`src/rtl/genfifo_rctl.sv`:
```
// Read-side controller of the dual-clock generic FIFO: read pointer, write-pointer sync, empty/level/underflow.
// Optional level logic (rlevel, almost_empty) is built only when GENFIFO_RCTL_LEVEL_EN is defined.
module genfifo_rctl #(
    parameter int addr_width  = 8,
    parameter int sync_stages = 2,
    parameter int ae_thresh   = 4
) (
    input  logic                  rclk,
    input  logic                  rrst_n,
    input  logic                  re,
    input  logic [addr_width:0]   wptr_gray,
    output logic [addr_width-1:0] raddr,
    output logic                  oe,
    output logic [addr_width:0]   rptr_gray,
    output logic                  empty,
    output logic                  almost_empty,
    output logic [addr_width:0]   rlevel,
    output logic                  underflow
);

    localparam int PW = addr_width + 1;

    logic [PW-1:0] rbin_q, rbin_d;
    logic [PW-1:0] rgray_q, rgray_d;
    logic [PW-1:0] sync_q [sync_stages];
    logic [PW-1:0] wsync;
    logic          empty_q, empty_d;
    logic          underflow_q, underflow_d;
    logic          pop;

    assign wsync = sync_q[sync_stages-1];
    assign pop   = re & ~empty_q;

    always_comb begin
        rbin_d      = rbin_q + {{(PW-1){1'b0}}, pop};
        rgray_d     = rbin_d ^ (rbin_d >> 1);
        empty_d     = (rgray_d == wsync);
        underflow_d = underflow_q | (re & empty_q);
    end

    // Plain flop chain: each Gray step flips one bit, so any stage sees either old or new pointer.
    always_ff @(posedge rclk) begin
        if (!rrst_n) begin
            for (int i = 0; i < sync_stages; i++) sync_q[i] <= '0;
        end else begin
            sync_q[0] <= wptr_gray;
            for (int i = 1; i < sync_stages; i++) sync_q[i] <= sync_q[i-1];
        end
    end

    always_ff @(posedge rclk) begin
        if (!rrst_n) begin
            rbin_q      <= '0;
            rgray_q     <= '0;
            empty_q     <= 1'b1;
            underflow_q <= 1'b0;
        end else begin
            rbin_q      <= rbin_d;
            rgray_q     <= rgray_d;
            empty_q     <= empty_d;
            underflow_q <= underflow_d;
        end
    end

`ifdef GENFIFO_RCTL_LEVEL_EN
    logic [PW-1:0] wbin;
    logic [PW-1:0] rlevel_q, rlevel_d;
    logic          ae_q, ae_d;

    always_comb begin
        for (int i = 0; i < PW; i++) wbin[i] = ^(wsync >> i);
        rlevel_d = wbin - rbin_d;
        ae_d     = (rlevel_d <= PW'(ae_thresh));
    end

    always_ff @(posedge rclk) begin
        if (!rrst_n) begin
            rlevel_q <= '0;
            ae_q     <= 1'b1;
        end else begin
            rlevel_q <= rlevel_d;
            ae_q     <= ae_d;
        end
    end

    assign rlevel       = rlevel_q;
    assign almost_empty = ae_q;
`else
    assign rlevel       = '0;
    assign almost_empty = 1'b0;
`endif

    assign raddr     = rbin_q[addr_width-1:0];
    assign rptr_gray = rgray_q;
    assign empty     = empty_q;
    assign oe        = ~empty_q;
    assign underflow = underflow_q;

endmodule
```
`config.mk`:
```
export PLATFORM = sky130hd
export DESIGN_NAME = genfifo_rctl
export DESIGN_NICKNAME = d
export VERILOG_FILES = /design/src/rtl/genfifo_rctl.sv
export SDC_FILE = /design/constraint.sdc
export NUM_CORES = 1
export LEC_CHECK = 0
export BUFFER_PORTS_ARGS = -buffer_cell sky130_fd_sc_hd__buf_2
export CAP_MARGIN = 20
export CORE_MARGIN = 1.5
export CORE_UTILIZATION = 56
export DETAILED_ROUTE_END_ITERATION = 8
export GPL_TIMING_DRIVEN = 0
export PLACE_DENSITY = 0.89
export REMOVE_ABC_BUFFERS = 1
export SYNTH_ARGS = -nofsm -noshare
export SYNTH_HDL_FRONTEND = slang
export SYNTH_SLANG_ARGS = --single-unit
```
`constraint.sdc`:
```
create_clock -name rclk -period 4.1 [get_ports rclk]
set_input_delay 0 -clock rclk [delete_from_list [all_inputs] [get_ports rclk]]
set_output_delay 0 -clock rclk [all_outputs]
set_load 0.02 [all_outputs]
```
# Yosys cells after proc, flatten, opt, wreduce, memory -nomap -nowiden
# Memory sizes are Yosys's and may differ from the RTL's.
# Cells that the tools add are included.
[word_totals]
register_bits = 20
ramBits = 18
n_memories = 1
out_inout_bits = 30
[mem_list]
columns = ["name", "depth", "word_bits", "rd", "rd_ports_with_merged_regs", "write_ports", "line", "text"]
rows = [
  ["sync_q", 2, 9, 2, 0, 2, "25", "logic [PW-1:0] sync_q [sync_stages];"],
]
[op_classes]
n_bitwise = 7
eq_ne = 1
add_sub_neg = 1
mux = 4
[ops]
columns = ["op", "count"]
rows = [
  ["two-way mux 9 bit", 2],
  ["adder 9 x 1 -> 9 bit", 1],
  ["equality test 9 bit", 1],
  ["bitwise XOR 9 x 8 -> 9 bit", 1],
  ["OR 1 bit", 3],
  ["AND 1 bit", 2],
  ["two-way mux 1 bit", 2],
  ["NOT 1 bit", 1],
]

# Longest topological paths before layout
[depth]
word_depth = 5
depth_mapped = 9
mapped_depth_nobuf = 8

# Worst setup path after synthesis
# Ideal clock, no wire load.
[synth_path]
path_kind = "reg2reg"
from = "reg empty_q, in the netlist empty"
to = "reg empty_q, in the netlist empty"
t_arrival_ns = 2.028
t_required_ns = 4.004
synth_period_minus_slack_ns = 2.124
setup_slack_ns = 1.976
setup_time_ns = 0.096
stages_incl_launch_ff = 10
cell_sequence = "dfxtp_1 > nor2b_1 > ha_1 > ha_1 > buf_2 > xor2_1 > xor2_1 > and3_1 > o211ai_1 > o41ai_2"
[synth_via]
elab_chain_len = 5
[synth_rtl]
columns = ["element", "line", "text"]
rows = [
  ["start, declared", "27", "logic empty_q, empty_d;"],
  ["start signal, assigned", "60", "empty_q <= empty_d;"],
  ["NOT 1 bit", "32", "assign pop = re & ~empty_q;"],
  ["AND 1 bit", "32", ""],
  ["adder 9 x 1 -> 9 bit", "35", "rbin_d = rbin_q + {{(PW-1){1'b0}}, pop};"],
  ["bitwise XOR 9 x 8 -> 9 bit", "36", "rgray_d = rbin_d ^ (rbin_d >> 1);"],
  ["equality test 9 bit", "37", "empty_d = (rgray_d == wsync);"],
]
# No other way between the ends.
# A chain may end at the register's enable or synchronous reset.

# Final worst setup path
# Ends and elaborated chain as after synthesis.

==> results.rst <==
.. list-table::
   :header-rows: 1

   * - Metric
     - Value
   * - Count of buffering cells on the critical path with inverters included
     - 0
   * - Min Tclk post-route
     - around 2300 ps
   * - Chip height
     - roughly 57 microns
   * - Number of diodes
     - 0
   * - Post-CTS Setup Repair Bufs
     - 0
   * - Reg-to-Reg Start
     - empty
   * - Crit path kind
     - register to register
   * - Post-synthesis cell area
     - ~1600 sq um
   * - Clock transition at path regs
     - approximately 100 ps
   * - Final Max Slew Viols
     - 0
   * - Most frequent cell after synthesis
     - sky130_fd_sc_hd__dfxtp_1
   * - Pre-CTS setup slack
     - ~1800 ps
   * - Worst Hold Path Cells
     - 2
   * - Post-CTS sizing
     - 0
   * - Boundary pin count
     - 42
   * - Critical Path Max Stage Delay
     - roughly 500 ps
   * - F_max
     - 0.4340 GHz
   * - Final antenna-violating net count
     - 0
   * - Max clock buf depth
     - 2
   * - Top post-synthesis cells by area
     - sky130_fd_sc_hd__dfxtp_1 (45%), sky130_fd_sc_hd__and2_1 (11%), sky130_fd_sc_hd__xor2_1 (6.4%), sky130_fd_sc_hd__buf_4 (5.0%), sky130_fd_sc_hd__xnor3_2 (4.3%)
   * - Final setup skew
     - 2.260 ps
   * - Number of maximum-capacitance constraint violations
     - 0
   * - Post-synthesis cell type count
     - 36
   * - Arrival time of the worst setup path
     - 2510 ps
   * - Overall global routing resource usage
     - 0.1814
   * - Num CTS Buffers
     - 5
   * - Placer congestion estimate
     - between 0.8 and 0.9
   * - Layout Nets
     - roughly 210
   * - Clock tree from TritonCTS
     - done
   * - Starting density of the core
     - 0.5929
   * - Hold path startpoint
     - rrst_n
   * - Setup crit start kind
     - register
   * - Family of cells with the greatest summed delay on the critical path
     - simple AND/OR/NAND/NOR gates
   * - Detailed-route DRC error count
     - 0
   * - Minimum setup slack in the final design
     - 1796 ps
   * - Average routed wire per standard cell
     - 11.68 microns
   * - Largest area contributor in the synthesized netlist
     - sky130_fd_sc_hd__dfxtp_1
   * - Core region area
     - ~2800 sq um
   * - Min-delay worst type
     - primary input to register
   * - Count of endpoints failing hold in the final timing report
     - 0
   * - Count of port buffers added during placement
     - 31
   * - Floorplan die width
     - approximately 57 microns
   * - Antenna violations before repair
     - 0
   * - Std-Cell Rows
     - 19
   * - Portion of synthesized cell area occupied by the leading cell type
     - 0.4492
   * - Min Hold Slack
     - about 48 ps
   * - First-pass iteration count of the detailed router
     - 3
   * - Total power after layout
     - roughly 0.64 mW
   * - Synth cell count leaders
     - sky130_fd_sc_hd__dfxtp_1 (37), sky130_fd_sc_hd__and2_1 (30), sky130_fd_sc_hd__xor2_1 (12), sky130_fd_sc_hd__buf_4 (11), sky130_fd_sc_hd__nor2b_1 (8)
   * - Leakage power summed over all cells
     - roughly 0.9 nW
   * - Number of setup violations in the final report
     - 0
   * - # fillers
     - between 200 and 250
   * - Wire length of the first global-routing pass
     - roughly 4400 microns
   * - Share of the yosys chip area belonging to registers
     - 0.4492
   * - Total negative slack
     - 0 ps
   * - Crit path from
     - empty
   * - Type of destination of the critical path
     - register
   * - Setup repair after global routing missed its margin
     - false
   * - Signed area change from the synthesized netlist to the final layout
     - 16.54%
   * - Synth warn
     - 0
   * - Via count normalized by instance count
     - roughly 4.8
   * - Detail Placement HPWL
     - 1785 microns
   * - Cell at the slowest stage of the critical path
     - sky130_fd_sc_hd__or3_2
   * - Power per cell area
     - around 330 nW/um^2
   * - Total of flip-flops plus latches after synthesis
     - 37
   * - Clock root buffer master
     - sky130_fd_sc_hd__clkbuf_4
   * - Critical-path maximum fanout
     - 7
   * - # H-tree levels
     - 2
   * - Total congestion overflow
     - 0
   * - WP data required
     - 4310 ps
   * - Pin count of the biggest net entering global routing
     - 38
   * - R2r worst-path depth
     - 8
   * - Maximum vdd ir drop
     - 294.5 uV
   * - Mean area per synthesized cell
     - 10.85 sq um
   * - Levels on crit path
     - 8
   * - CP most frequent cell
     - sky130_fd_sc_hd__ha_1
   * - Overall via count from detail_route
     - between 1000 and 1500
   * - Period utilisation layout
     - 0.5620
   * - Sink Count
     - 37
   * - Full die area
     - around 3300 sq um
   * - Via count of the first global-routing pass
     - between 1000 and 1500
   * - Ys async rst share
     - 0
   * - Starting DRC count in detailed routing
     - 16
   * - Total Routed Length
     - between 2000 and 3000 microns
   * - Final core area utilization
     - 0.6910
   * - Chain of cells forming the critical path
     - nor2b_1 -> ha_1 -> ha_1 -> nand2_1 -> or3_2 -> and4_2 -> mux2i_1 -> o41ai_2
   * - Share of post-route cells with drive strength above 1
     - 0.2539
   * - Status
     - completed
   * - Clk Latency, worst-skew pair
     - 340 ps
   * - Flip-flop cell with the highest count after synthesis
     - sky130_fd_sc_hd__dfxtp_1
   * - Post-Syn Instances
     - around 150
   * - Hold bufs inserted after CTS
     - 10
   * - Count of flip-flops with a built-in enable after synthesis
     - 0
## through the flow
step                      instance area [sq um]  cells
after floorplan                            1573    145
after global placement                     1767    207
after detailed placement                   1767    207
after CTS                                  1922    224
after global routing                       1922    224
final                                      1922    224
## path summary, 6_finish.rpt
path                         to  slack (ps)
hold / removal            empty          50
setup / recovery          empty        1800
setup reg to reg          empty        1800
hold reg to reg   sync_q[0][11]         440
## sequential cells by signal, indices dropped and copies added, names as in the netlist
| name | count |
|---|---|
| sync_q | 18 |
| empty | 1 |
| rbin_q | 9 |
| underflow | 1 |
| rptr_gray | 8 |
## layout by cell type, fill, tap and decap left out, types with 2 or more instances in the layout
cell type	instances
sky130_fd_sc_hd__clkbuf_4	5
sky130_fd_sc_hd__conb_1	10
sky130_fd_sc_hd__xnor3_1	2
sky130_fd_sc_hd__xnor3_2	3
sky130_fd_sc_hd__dlygate4sd3_1	10
sky130_fd_sc_hd__xnor2_1	6
sky130_fd_sc_hd__xor2_1	12
sky130_fd_sc_hd__ha_1	3
sky130_fd_sc_hd__and2_1	30
sky130_fd_sc_hd__dfxtp_1	37
sky130_fd_sc_hd__a21oi_1	3
sky130_fd_sc_hd__mux2i_1	3
sky130_fd_sc_hd__nor2b_1	8
sky130_fd_sc_hd__nand2_1	5
sky130_fd_sc_hd__and3_1	2
sky130_fd_sc_hd__buf_2	31
sky130_fd_sc_hd__nor2_1	2
sky130_fd_sc_hd__o21ai_0	2
## kinds of logic (layout without fill, tap and decap cells)
group / after synthesis / count (layout) / synth area share
AOI/OAI and AO/OA: 11 / 11 / 0.05084
xor gates and xnor gates: 23 / 23 / 0.1662
buffers and inverters: 17 / 49 / 0.06904
DFF: 37 / 37 / 0.4492
other: 1 / 10 / 0.002274
muxes: 3 / 3 / 0.01821
and+or+nand+nor: 57 / 57 / 0.2216
adders and majority gates: 3 / 3 / 0.02276
## final cells by class
class                      count  area (sq um)  area share
inverter                       1         3.754    0.001953
timing repair buffer          41         255.2      0.1328
clock buffer                   7         55.05     0.02865
multi-input combinational    107         828.3      0.4310
sequential                    37         740.7      0.3854
tap                           31         38.79     0.02018
## power by group
part | total (mW) | switching [mW] | internal (mW) | leakage, nW
clock network | 0.188 | 0.107 | 0.0809 | 0.0314
registers | 0.379 | 0.00605 | 0.373 | 0.303
logic | 0.0719 | 0.0381 | 0.0337 | 0.567
## per-layer routing
metal	share of wire	up-vias	track usage
met5	0	-	0
met4	0.013	0	0.07309
met3	0.068	5	0.07483
met2	0.50	38	0.3186
met1	0.41	487	0.1924
li1	-	549	-
No activity file was read; power rests on OpenSTA's default activity.
